==> config.mk <==
export PLATFORM = sky130hd
export DESIGN_NAME = btod_arbiter
export DESIGN_NICKNAME = d
export VERILOG_FILES = /design/src/rtl/btod_arbiter.sv
export SDC_FILE = /design/constraint.sdc
export NUM_CORES = 1
export LEC_CHECK = 0
export CAP_MARGIN = 25
export CORE_MARGIN = 2
export CORE_UTILIZATION = 24
export DETAILED_ROUTE_END_ITERATION = 16
export PLACE_DENSITY_LB_ADDON = 0.08
export SLEW_MARGIN = 20
export SYNTH_ARGS = -nofsm -noshare
export SYNTH_HDL_FRONTEND = slang
export SYNTH_SLANG_ARGS = --single-unit
==> constraint.sdc <==
create_clock -name clk -period 2.5 [get_ports clk]
set_input_delay 0.375 -clock clk [delete_from_list [all_inputs] [get_ports clk]]
set_output_delay 0.375 -clock clk [all_outputs]
set_load 0.005 [all_outputs]
==> src/rtl/btod_arbiter.sv <==
// btod_arbiter: round-robin arbiter in front of one shared BCD-to-decimal decoder.
// Four requesters compete for the decoder. The winner's code is registered onto
// dec_a..dec_d and held for SETTLE cycles. The decoder output is then captured
// into result, and ack pulses to the winner.
// Optional build macro: BTOD_CODE_CHECK_EN. When it is defined, codes 10..15 drive a
// zero nibble, produce result = 0 and raise err.
module btod_arbiter #(
  parameter int unsigned SETTLE = 1
) (
  input  logic        clk,
  input  logic        rst,
  input  logic [3:0]  req,
  input  logic [15:0] code,
  output logic [3:0]  ack,
  output logic [1:0]  grant_id,
  output logic [8:0]  result,
  output logic        err,
  output logic        busy,
  output logic        dec_a,
  output logic        dec_b,
  output logic        dec_c,
  output logic        dec_d,
  input  logic [8:0]  dec_y
);

  typedef enum logic [1:0] {S_IDLE, S_DRIVE, S_DONE} state_t;

  state_t      r_state;
  state_t      w_next;
  logic [1:0]  r_ptr;
  logic [3:0]  r_cnt;
  logic [3:0]  r_ack;
  logic [1:0]  r_grant;
  logic [8:0]  r_result;
  logic        r_err;
  logic [3:0]  r_dec;
  logic        w_any;
  logic [1:0]  w_pick;
  logic [1:0]  w_idx;
  logic [3:0]  w_code_sel;
  logic [3:0]  w_dec_nib;
  logic        w_last;

`ifdef BTOD_CODE_CHECK_EN
  // Validity of the latched code. Later changes on the code bus cannot affect it.
  logic        r_bad;
  logic        w_bad;
  assign w_bad     = (w_code_sel > 4'd9);
  assign w_dec_nib = w_bad ? 4'd0 : w_code_sel;
`else
  assign w_dec_nib = w_code_sel;
`endif

  assign w_any      = |req;
  assign w_code_sel = code[{w_pick, 2'b00} +: 4];
  assign w_last     = (r_cnt <= 4'd1);

  // Pick the first requester at or after r_ptr, wrapping 3 -> 0.
  always_comb begin
    // NOTE: every comb output gets a default first, so no path can infer a latch.
    w_pick = r_ptr;
    w_idx  = r_ptr;
    for (int i = 3; i >= 0; i--) begin
      w_idx = r_ptr + 2'(i);
      if (req[w_idx]) w_pick = w_idx;
    end
  end

  // State register.
  always_ff @(posedge clk) begin
    // NOTE: sequential state uses non-blocking assignments, so all flops update together.
    if (rst) r_state <= S_IDLE;
    else     r_state <= w_next;
  end

  // Next-state logic.
  always_comb begin
    w_next = r_state;
    case (r_state)
      S_IDLE:  if (w_any)  w_next = S_DRIVE;
      S_DRIVE: if (w_last) w_next = S_DONE;
      S_DONE:  w_next = S_IDLE;
      default: w_next = S_IDLE;
    endcase
  end

  // Outputs that come directly from the state.
  always_comb begin
    busy = (r_state != S_IDLE);
  end

  // Datapath: grant capture, settle countdown, decoder sampling and the ack pulse.
  always_ff @(posedge clk) begin
    if (rst) begin
      r_ptr    <= '0;
      r_cnt    <= '0;
      r_ack    <= '0;
      r_grant  <= '0;
      r_result <= '0;
      r_err    <= 1'b0;
      r_dec    <= '0;
`ifdef BTOD_CODE_CHECK_EN
      r_bad    <= 1'b0;
`endif
    end else begin
      r_ack <= '0;
      case (r_state)
        S_IDLE: begin
          if (w_any) begin
            r_grant <= w_pick;
            r_dec   <= w_dec_nib;
            r_cnt   <= 4'(SETTLE);
`ifdef BTOD_CODE_CHECK_EN
            r_bad   <= w_bad;
`endif
          end
        end
        S_DRIVE: begin
          r_cnt <= r_cnt - 4'd1;
          if (w_last) begin
`ifdef BTOD_CODE_CHECK_EN
            r_result <= r_bad ? 9'd0 : dec_y;
            r_err    <= r_bad;
`else
            r_result <= dec_y;
            r_err    <= 1'b0;
`endif
            r_dec    <= '0;
          end
        end
        S_DONE: begin
          r_ack <= 4'b0001 << r_grant;
          r_ptr <= r_grant + 2'd1;
        end
        default: ;
      endcase
    end
  end

  assign ack      = r_ack;
  assign grant_id = r_grant;
  assign result   = r_result;
  assign err      = r_err;
  assign dec_a    = r_dec[3];
  assign dec_b    = r_dec[2];
  assign dec_c    = r_dec[1];
  assign dec_d    = r_dec[0];

endmodule

# After elaboration in Yosys (flattened, before gate mapping)
# Index checks and enable logic that the tools add are counted.
dict set report word_totals {
  register_bits 27
  latch_bits 0
  ram_bits 0
  romBits 0
  inputBits 31
  out_inout_bits 21
  memories 0
}
dict set report op_classes {
  addsub 5
  n_mul 0
  n_div 0
  order_cmp 5
  eq_ne 4
  shift 2
  n_mux 20
  bitwise_logic 1
  reduce_logical 10
}
# operator n
set op_table {}
lappend op_table {{$pmux W4 S2} 2}
lappend op_table {{$shiftx A16 B5 Y4} 1}
lappend op_table {{$lt A2 B3 Y1 const B} 4}
lappend op_table {{$mux W2} 6}
lappend op_table {{$mux W4} 3}
lappend op_table {{$bmux W1 S2} 4}
lappend op_table {{$reduce_and A2 Y1} 4}
lappend op_table {{$add A2 B1 Y2 const B} 2}
lappend op_table {{$add A2 B2 Y2 const B} 2}
lappend op_table {{$le A4 B1 Y1 const B} 1}
lappend op_table {{$mux W1} 4}
lappend op_table {{$ne A2 B2 Y1 const B} 2}
lappend op_table {{$pmux W2 S2} 1}
lappend op_table {{$reduce_bool A2 Y1} 2}
lappend op_table {{$reduce_or A4 Y1} 1}
lappend op_table {{$shl A1 B2 Y4 const A} 1}
lappend op_table {{$sub A4 B1 Y4 const B} 1}
lappend op_table {{$reduce_and A3 Y1} 1}
lappend op_table {{$eq A2 B1 Y1 const B} 1}
lappend op_table {{$eq A2 B2 Y1 const B} 1}
lappend op_table {{$logic_not A2 Y1} 1}
lappend op_table {{$reduce_or A2 Y1} 1}
lappend op_table {{$not A1 Y1} 1}

# Logic depth before layout (Yosys ltp)
dict set report depth {
  ltp_word 10
  mapped_depth 7
  ltp_nobuf 7
}

# Least setup slack after synthesis
# Ideal clock, no wire load.
dict set report synth_timing {
  path_kind {reg-to-reg}
  from {reg r_state[1]}
  to {reg r_dec[0]}
  arrival_time_ps 1591
  path_slack_ps 830
  path_stages_with_launch 6
  period_less_slack_ps 1670
  cell_sequence {dfxtp_1 or2_4 or3_4 nor4_4 a32oi_1 o211ai_1}
}
dict set report synth_between {
  elab_chain_len 3
}
# element line_no
set synth_lines {}
lappend synth_lines {{start: declaration} 28} ;# state_t r_state;
lappend synth_lines {{start signal: assignment} 73} ;# else r_state <= w_next;
lappend synth_lines {{$eq A2 B1 Y1 / $logic_not A2 Y1 (equally long branches)} 107} ;# case (r_state)
lappend synth_lines {{$ne A2 B2 Y1 (no source line) / $reduce_bool A2 Y1 (equally long branches)} --}
lappend synth_lines {{$reduce_and A3 Y1 (no source line)} --}
lappend synth_lines {{end signal: assignment} 111} ;# r_dec <= w_dec_nib;
lappend synth_lines {{end: declaration} 36} ;# logic [3:0] r_dec;
# Several ways; a longest one is shown, not always the timed one.
# A chain may end at the register's enable or synchronous reset.

# Worst setup path after layout
dict set report layout_timing {
  from {in req[2]}
  to {reg r_dec[0]}
}
dict set report layout_between {
  elab_chain_len 9
}
# element line_no
set layout_lines {}
lappend layout_lines {{start: declaration} 12} ;# input logic [3:0] req,
lappend layout_lines {{$bmux W1 S2} 65} ;# if (req[w_idx]) w_pick = w_idx;
lappend layout_lines {{$mux W1 (not written as such)} 65}
lappend layout_lines {{$mux W2 (4 in a row)} 65}
lappend layout_lines {{$shiftx A16 B5 Y4} 55} ;# assign w_code_sel = code[{w_pick, 2'b00} +: 4];
lappend layout_lines {{$mux W4} 109} ;# if (w_any) begin
lappend layout_lines {{$pmux W4 S2} 107}
# Several ways; a longest one is shown, not always the timed one. The select of a mux whose other input is x is not followed.

==> impl_metrics.tcl <==
set metrics [dict create \
    outcome "finished clean" \
    pre_cts_slack_ns 0.207 \
    gp_congestion 0.755 \
    cts_buffers 3 \
    clockBufferDepth 2 \
    clkSlewWorstSetupHoldPaths_ns 0.10 \
    min_period_ns 1.99 \
    fin_skew_ns 0.00487 \
    first_global_vias 1106 \
    use_met3_pct 2.12 \
    nets 228 \
    dieArea_um2 5720 \
    vias 1209 \
    rows 26 \
    critPathKind "primary input to flop" \
    async_flop_share_pct 0 \
    overflow 0 \
    grt_pass1_wl_um 4910 \
    h-tree-depth 1 \
    worstSkewPairLatency_ns 0.27 \
    die_y_um 75.7 \
    cts.sinks 27 \
    io_pins 52 \
    layout_setup_ws_ns 0.506 \
    grt_util_met2_pct 20.0 \
    powerDensity_nw_per_um2 620 \
    cap_violations 0 \
    synth_top_cell_by_area "dfxtp_1" \
    synthFlopType "dfxtp_1" \
    finalHoldViolations 0 \
    ys_seq_area_share_pct 43.9 \
    setup_tns_ns 0 \
    insertedDiodeCount 0 \
    drive_above_1_share_pct 7.22 \
    syn_nets 176 \
    crit_path_max_fanout 5 \
    worst_ir_drop_vdd_mv 0.237 \
    cts_tree "yes" \
    cts_setup_buffers 0 \
    viasPerCell 4.58 \
    antenna_found_initial 0 \
    cp-end-kind "flop" \
    totalWireLength_um 3280 \
    final_max_slew_viol_count 0 \
    area_growth_pct 51.4 \
    min_path_type "flop to flop" \
    cp_data_arrival_time_ns 2.19 \
    crit_required_ns 2.70 \
    worstSetupStartpointType "primary input" \
    ys_ff_latch 27 \
    syn_area_um2 1230 \
    seqCellArea_um2 541 \
    syn_avg_cell_area_um2 8.62 \
    hold_buffers 0 \
    worst_hold_slack_ns 0.459 \
    setup_viol 0 \
    n_fill_cell 534 \
    grt_util_all_layers_pct 11.1 \
    syn_inst 143 \
    fmax_ghz 0.501 \
    netlist.area_leader.share_pct 43.9 \
    busiest_layer "met2" \
    io_buffers 50 \
    final_cells 264 \
    initial_utilization_pct 24.4 \
    drcViolationCount 0 \
    ys_warn_count 0 \
    dieWidth_um 75.7 \
    routedWlPerCell_um 12.4 \
    firstDrtPassIters 4 \
    fin_crit_sh_pct 79.8 \
    synthTopCellsByArea "dfxtp_1, nand2_1, a21oi_1" \
    dp_cells 259 \
    multi_input_area_um2 658 \
    cts-root-buf "clkbuf_8" \
    first_iter_violations 17 \
    dp_hpwl_um 2460 \
    ant_nets 0 \
    grt_use_met1_pct 13.1 \
    rsz0062_at_grt "false" \
    p_leak_nw 0.632 \
    synth_cell_types 39 \
    cts_resized 0 \
    synth_edf_count 0 \
    utilization_pct 37.0 \
    coreArea_um2 5040 \
    grt_start_max_net_pins 26 \
]
-- cells by family after synthesis --
family | Yosys count | share of synthesized area [%]
and+or+nand+nor | 68 | 30.9
AOI/OAI and AO/OA | 31 | 15.5
DFF | 27 | 43.9
buffers and inverters | 8 | 2.74
muxes | 4 | 3.25
adders and majority gates | 2 | 2.03
xor gates and xnor gates | 2 | 1.42
other | 1 | 0.304
-- layout make-up --
type                    instances  area share, %
inverters                       2          0.402
flip-flops and latches         27           29.0
clock buffers                   3           2.21
multi-input cells             108           35.3
well taps                      70           4.69
clock inverters                 1          0.402
repair buffers                 53           28.0
-- stage by stage --
step / area (µm²) / total power (W)
after floorplan: 1230 / 0.000734
after global routing: 1870 / 0.00124
after CTS: 1860 / 0.00118
final: 1870 / 0.00116
after detailed placement: 1810 / 0.000914
after global placement: 1810 / 0.000908
-- layer usage --
layer  wire length [µm]  part of all wire [%]
met5                  0                     0
met4                 17                  0.52
met3                190                   5.8
met2               1580                    48
met1               1490                    45
-- placed cells by master, fill, tap and decap left out, drive strengths merged, types with 2 or more instances in the layout --
master | Yosys | layout
clkdlybuf4s50 | 0 | 50
nor2b | 2 | 2
or4 | 2 | 2
or3 | 3 | 3
clkbuf | 5 | 4
nor2 | 10 | 10
a32oi | 4 | 4
nand2b | 4 | 4
inv | 2 | 2
nand2 | 25 | 25
buf | 1 | 2
nand4 | 4 | 4
mux2i | 4 | 4
nand3 | 2 | 2
nor4b | 2 | 2
or2 | 3 | 3
ha | 2 | 2
o211ai | 4 | 4
nor3 | 3 | 3
a211oi | 2 | 2
nor4 | 5 | 5
dfxtp | 27 | 27
a21oi | 17 | 17
-- path summary, 6_finish.rpt --
kind,start,endpoint,slack [ns],cells past startpoint
hold / removal,result[3],result[3],0.46,2
setup / recovery,req[2],r_dec[0],0.51,6
hold reg to reg,result[3],result[3],0.46,2
setup reg to reg,r_state[1],r_dec[1],0.68,5
-- state kept, by name, indices dropped and copies added, names as in the netlist --
signal    count
ack           4
grant_id      2
r_cnt         4
r_dec         4
r_ptr         2
r_state       2
result        9
-- power breakdown --
part | leakage, nW | total, W | internal [W] | switching, W
clock | 0.0217 | 0.000254 | 0.000113 | 0.000141
combinational | 0.390 | 0.000370 | 0.000202 | 0.000168
sequential | 0.221 | 0.000533 | 0.000486 | 0.0000469
-- synth_stat cells (2+ instances only) --
cell type and count:
clkbuf_1 5, a32oi_1 4, a211oi_1 2, o211ai_1 4, nor4b_1 2, or3_1 2, nand3_1 2, ha_1 2
nor2_1 10, nor3_1 2, nand4_1 4, nand2b_1 4, dfxtp_1 27, mux2i_1 4, a21oi_1 17, inv_1 2
or4_1 2, nor2b_1 2, nor4_1 3, nand2_1 24
-- worst max-delay path, cell delays in order --
cell and delay [ns]:
clkdlybuf4s50_1 0.55, nor2_1 0.07, a211oi_1 0.46, nor3_1 0.14, or3_1 0.40, o211ai_1 0.20
No activity file was read; power rests on OpenSTA's default activity.
